==> src/rtl/dec_seq_onehot.sv <==
// Registered N-to-2^N one-hot decoder with direct, scan-up, scan-down and hold modes.
// Latency: d_in to d_out is 1 clock, blank to d_out is 1 clock. No backpressure: en=0 freezes index state.
module dec_seq_onehot #(
  parameter int SEL_W    = 4,
  parameter int SCAN_DIV = 4
) (
  input  logic                  clk,
  input  logic                  rst,
  input  logic                  en,
  input  logic [1:0]            mode,
  input  logic                  load,
  input  logic                  blank,
  input  logic [SEL_W-1:0]      d_in,
  output logic [(2**SEL_W)-1:0] d_out,
  output logic [SEL_W-1:0]      idx,
  output logic                  valid,
  output logic                  wrap
);

  localparam int OUT_W = 2**SEL_W;
  localparam int DIV_W = ($clog2(SCAN_DIV+1) < 1) ? 1 : $clog2(SCAN_DIV+1);
  localparam logic [DIV_W-1:0] DIV_LAST = DIV_W'(SCAN_DIV-1);

  localparam logic [1:0] MODE_DIRECT = 2'b00;
  localparam logic [1:0] MODE_UP     = 2'b01;
  localparam logic [1:0] MODE_DOWN   = 2'b10;
  localparam logic [1:0] MODE_HOLD   = 2'b11;

  logic [SEL_W-1:0] r_idx;
  logic             r_valid;
  logic [DIV_W-1:0] r_div;
  logic [1:0]       r_mode;
  logic             r_wrap;
  logic             r_blank_q;

  logic [SEL_W-1:0] w_idx_n;
  logic             w_valid_n;
  logic [DIV_W-1:0] w_div_n;
  logic [1:0]       w_mode_n;
  logic             w_wrap_n;
  logic             w_mode_chg;
  logic [OUT_W-1:0] w_one;

  always_ff @(posedge clk or posedge rst) begin
    if (rst) begin
      r_idx     <= '0;
      r_valid   <= 1'b0;
      r_div     <= '0;
      r_mode    <= MODE_DIRECT;
      r_wrap    <= 1'b0;
      r_blank_q <= 1'b0;
    end else begin
      r_idx     <= w_idx_n;
      r_valid   <= w_valid_n;
      r_div     <= w_div_n;
      r_mode    <= w_mode_n;
      r_wrap    <= w_wrap_n;
      r_blank_q <= blank;
    end
  end

  assign w_mode_chg = (mode != r_mode);

  always_comb begin
    w_idx_n   = r_idx;
    w_valid_n = r_valid;
    w_div_n   = r_div;
    w_mode_n  = r_mode;
    w_wrap_n  = 1'b0;
    if (en) begin
      w_mode_n = mode;
      case (mode)
        MODE_DIRECT: begin
          w_idx_n   = d_in;
          w_valid_n = 1'b1;
          w_div_n   = '0;
        end
        MODE_UP, MODE_DOWN: begin
          // Load wins over both a mode change and a coincident terminal-count step.
          if (load) begin
            w_idx_n   = d_in;
            w_valid_n = 1'b1;
            w_div_n   = '0;
          end else if (w_mode_chg) begin
            w_div_n = '0;
          end else if (r_div == DIV_LAST) begin
            w_div_n   = '0;
            w_valid_n = 1'b1;
            if (mode == MODE_UP) begin
              w_idx_n  = r_idx + 1'b1;
              w_wrap_n = (r_idx == {SEL_W{1'b1}});
            end else begin
              w_idx_n  = r_idx - 1'b1;
              w_wrap_n = (r_idx == {SEL_W{1'b0}});
            end
          end else begin
            w_div_n = r_div + 1'b1;
          end
        end
        MODE_HOLD: begin
          if (w_mode_chg) w_div_n = '0;
        end
        default: begin
          w_div_n = r_div;
        end
      endcase
    end
  end

  assign w_one = {{(OUT_W-1){1'b0}}, 1'b1};
  assign d_out = (r_valid && !r_blank_q) ? (w_one << r_idx) : '0;
  assign idx   = r_idx;
  assign valid = r_valid;
  assign wrap  = r_wrap;

endmodule

==> config.mk <==
export PLATFORM = sky130hd
export DESIGN_NAME = dec_seq_onehot
export DESIGN_NICKNAME = d
export VERILOG_FILES = /design/src/rtl/dec_seq_onehot.sv
export SDC_FILE = /design/constraint.sdc
export NUM_CORES = 1
export LEC_CHECK = 0
export BUFFER_PORTS_ARGS = -buffer_cell sky130_fd_sc_hd__buf_2
export CAP_MARGIN = 5
export CORE_UTILIZATION = 35
export CTS_BUF_LIST = sky130_fd_sc_hd__clkbuf_8 sky130_fd_sc_hd__clkbuf_16
export DETAILED_ROUTE_END_ITERATION = 16
export GPL_TIMING_DRIVEN = 0
export HOLD_SLACK_MARGIN = 0.05
export PLACE_DENSITY_LB_ADDON = 0.25
export SYNTH_ARGS = -nofsm -noshare
export SYNTH_HDL_FRONTEND = slang
export SYNTH_SLANG_ARGS = --single-unit
==> constraint.sdc <==
create_clock -name clk -period 3.03 [get_ports clk]
set_clock_uncertainty 0.1 [all_clocks]
set_input_delay 0.303 -clock clk [delete_from_list [all_inputs] [get_ports clk]]
set_output_delay 0.303 -clock clk [all_outputs]
set_load 0.005 [all_outputs]
* After elaboration in Yosys (flattened, before gate mapping)
Index checks and enable logic that the tools add are counted.
Operators by class: add/subtract/negate cells 3, multiply operators 0, divide/modulo/power cells 0, $lt $le $gt $ge 0, equality and inequality tests 9, shift operators 1, mux-type cells 21, bitwise logic cells 0, reductions and logical operators 8
Operator list (count):
- $mux 16 | 1
- $mux 4 | 4
- $shl 1x4->16 const A | 1
- $mux 3 | 4
- $mux 1 | 9
- $pmux 3 s3 | 1
- $pmux 4 s2 | 1
- $ne 3x3->1 const B | 2
- $add 4x1->4 const B | 1
- $eq 2x2->1 const B | 2
- $eq 4x4->1 const B | 1
- $logic_not 4->1 | 1
- $reduce_and 4->1 | 1
- $sub 4x1->4 const B | 1
- $add 3x1->3 const B | 1
- $eq 3x2->1 const B | 1
- $eq 2x1->1 const B | 1
- $logic_not 2->1 | 1
- $ne 2x2->1 | 1
- $ne 2x2->1 const B | 1
- $pmux 1 s2 | 1
- $reduce_and 2->1 | 1
- $reduce_bool 2->1 | 1
- $reduce_or 2->1 | 1
- other kinds (2) | 2
Storage, ports and cells: bits in registers 12, latch bits 0, RAM bits 0, ROM bits 0, bits of input ports 11, output and inout bits 22, memories kept 0

* Longest topological paths before layout
depth after elaboration 7, mapped depth 8, mapped depth without buffers 8

* Worst setup path before layout
OpenSTA, ideal clock, no wires.
kind input to register, from input mode[1], to register r_idx[3], in the netlist idx[3], setup time 0.087 ns, arrival time 1.527 ns, required time 2.843 ns, slack 1.316 ns, stages on the path 8, buffers on the path 0, cell sequence inv_1 > ha_1 > inv_1 > ha_1 > nand3_1 > and3_1 > or2_1 > o211ai_1
Between the ends: word-level cells in the longest chain between the ends 6, elaborated cells between the ends (all ways) 14
Ends and longest elaborated chain:
- from (decl) | RTL line 10 | input logic [1:0] mode,
- $eq 2x1->1 | RTL line 72, 89
- $mux 4 | RTL line 89 | if (mode == MODE_UP) begin
- $mux 4 | RTL line 86 | end else if (r_div == DIV_LAST) begin
- $mux 4 | RTL line 84 | end else if (w_mode_chg) begin
- $mux 4 | RTL line 80 | if (load) begin
- $pmux 4 s2 | RTL line 72 | case (mode)
- to (signal assigned) | RTL line 53 | r_idx <= w_idx_n;
- to (decl) | RTL line 29 | logic [SEL_W-1:0] r_idx;
Parallel ways exist; a longest one is shown, timed or not. The select of a mux whose other input is x is not followed. A chain may end at the register's enable or synchronous reset.

* Worst setup path in the final report
from register r_idx[0], in the netlist idx[0], to output d_out[5]
Between the ends: word-level cells in the longest chain between the ends 2
Ends and longest elaborated chain:
- $shl 1x4->16 | RTL line 111 | assign d_out = (r_valid && !r_blank_q) ? (w_one << r_idx) : '0;
- $mux 16 | RTL line 111
- to (decl) | RTL line 14 | output logic [(2**SEL_W)-1:0] d_out,
No other way between the ends.

==> results.tsv <==
metric	value	unit
status	completed	
# DRC	0	
worst skew pair latency	0.24	ns
Core ar.	2300	um2
antenna violations before repair	0	
Synth area leader	dfrtp_1	
Ports	33	
Post-CTS Setup Inserts	0	
Finish-stage setup viols	0	
CTS root buffer	clkbuf_8	
Slowest-stage cell, CP	dfrtp_1	
detailed-route vias per instance	5.06	
most frequent cells after synthesis	nor2_1, dfrtp_1, ha_1, inv_1	
RePlAce Congestion	0.753	
fillers	225	
Die X-Extent	52.1	um
relative slew slack	64.6	%
met1 Usage GRT	17.7	%
clock buffer depth	2	
arrival time at the worst endpoint	1.47	ns
unrepaired setup endpoints after global routing	false	
worst slew pin tran	0.528	ns
Yosys reg bits	12	
crit path cell chain	clkbuf_1, nand2b_1, nor2_1, buf_2	
vias in the first global route	739	
Cells after Synth	98	
max_cap viols	0	
final instance area	1140	um2
Slew Viols, Final	0	
GR Util met2	28.0	%
worst ir drop on vdd	0.318	mV
Final Hold Vio Count	0	
ys async rst share	100	%
Tcrit/Tclk final	61.7	%
Layout Nets	154	
synthesized area	877	um2
height of the die	52.1	um
GRT overflow	0	
Core Rows	17	
Yosys Warn Count	0	
Period minus WS final	1.87	ns
ANT nets after route	0	
first-pass GRT wire length	3130	um
most used routing layer	met2	
CTS H-Tree Depth	1	
CTS tree	built	
Post-Place Cell Area	1070	um2
per-cell routed wire length	11.7	um
die area	2710	um2
ys flop type	dfrtp_1	
largest net degree at the start of global routing	13	
class of the worst hold path	input pin to register	
via count	824	
TritonCTS Buffers	3	
routed wire length	1900	um
pwr dens	500	nW/um2
post_cts resized	0	
1st-iter DRT viols	16	
WP data required	2.63	ns
layout cells sized above 1	31.9	%
fmax	535	MHz
TritonRoute pass-1 iters	4	
Initial Utilization	38.2	%
CP max FO	10	
synth top area cells	dfrtp_1, ha_1, nor2_1	
Leakage	0.543	nW
top-count cell post-synth	nor2_1	
post-synth cell types	37	
Syn-to-layout area delta	29.7	%
syn avg cell area	8.95	um2
met3 GRT Util	5.56	%
syn nets	116	
path type of the worst setup path	register to output pin	
clk slew on worst S/H paths	0.06	ns
Detailed Place HPWL	1480	um
Synth top area share	34.2	%
GRT Util Overall	16.0	%
CTS sink count	12	
CP Capture Type	output pin	
CP max stage delay	0.44	ns
Worst setup SP type	register	
# port buffers	32	
Setup TNS	0	ns
diode count	0	
post-synthesis sequential area ratio	34.2	%
Post-synth EDFFs	0	
==> worst paths after layout <==
kind / to / cells past startpoint / slack [ns] / startpoint
setup reg to reg: idx[3] / 5 / 1.31 / idx[2]
max in group asynchronous: r_mode[0] / 3 / 2.00 / rst
min in group asynchronous: wrap / 3 / 0.51 / rst
setup / recovery: d_out[5] / 4 / 1.16 / idx[0]
hold / removal: r_blank_q / 1 / 0.07 / blank
hold reg to reg: r_div[2] / 1 / 0.38 / r_div[2]
==> routing by layer <==
metal / part of all wire, % / vias up
met5: 0 / -
li1: - / 422
met1: 47 / 369
met3: 7.7 / 2
met4: 0.53 / 0
met2: 45 / 31
==> timing repair <==
action,4_1_cts,5_1_grt
setup endpoints to repair,0,0
endpoints found under the hold margin,12,0
hold buffers,1,0
==> worst max-delay path: cells and delay by family (launching register included) <==
| kind | cells | cell delay (ns) |
|---|---|---|
| flip-flops | 1 | 0.44 |
| AND/OR/NAND/NOR | 2 | 0.31 |
| buffers and inverters | 2 | 0.47 |
==> flip-flops by register name, summed over array words and instances (netlist names) <==
register,count
r_div,3
r_mode,2
wrap,1
idx,4
r_blank_q,1
valid,1
==> where the power goes <==
part           total (W)  switching, W  internal, W
combinational   0.000196      0.000113    0.0000833
sequential      0.000198     0.0000202     0.000178
clock           0.000174     0.0000594     0.000115
total           0.000568      0.000193     0.000376
==> placed cells by master, fill, tap and decap left out, types with 3 or more instances in the layout <==
master	instances
buf_2	32
nor2_1	17
dfrtp_1	12
inv_1	6
ha_1	6
clkbuf_1	4
nand2b_1	4
nor3_1	4
nand2_1	4
clkbuf_8	4
a31oi_1	3
o22a_1	3
==> through the flow <==
step | util [%] | hold slack, ns | power [W] | std cells | setup slack (ns)
floorplan | - | 0.0677 | 0.000332 | 98 | 1.32
global placement | 46.7 | 0.240 | 0.000391 | 158 | 1.03
detailed placement | 46.7 | 0.238 | 0.000397 | 158 | 0.992
CTS | 49.5 | 0.0722 | 0.000575 | 163 | 1.15
global route | 49.5 | 0.0608 | 0.000614 | 163 | 0.991
finish | 49.5 | 0.0724 | 0.000568 | 163 | 1.16
==> area by class of cell <==
class                      instances  area (um2)  share of cell area, %
sequential                        12         300                   26.4
clock buffer                       4        55.1                   4.84
inverter                           6        22.5                   1.98
timing repair buffer              33         170                   15.0
tap                               28        35.0                   3.08
buffer                             4        15.0                   1.32
multi-input combinational         76         539                   47.4
==> kinds of logic (layout without fill, tap and decap cells) <==
logic type	after synthesis	in the layout	share of synthesized area (%)
and+or+nand+nor	45	45	28.1
AOI/OAI and AO/OA	18	18	15.7
DFF	12	12	34.2
buffers and inverters	10	47	4.28
adders and majority gates	7	7	10.8
xor gates and xnor gates	3	3	3.00
muxes	3	3	3.85
Note: power is estimated with default switching activity, not from simulation.
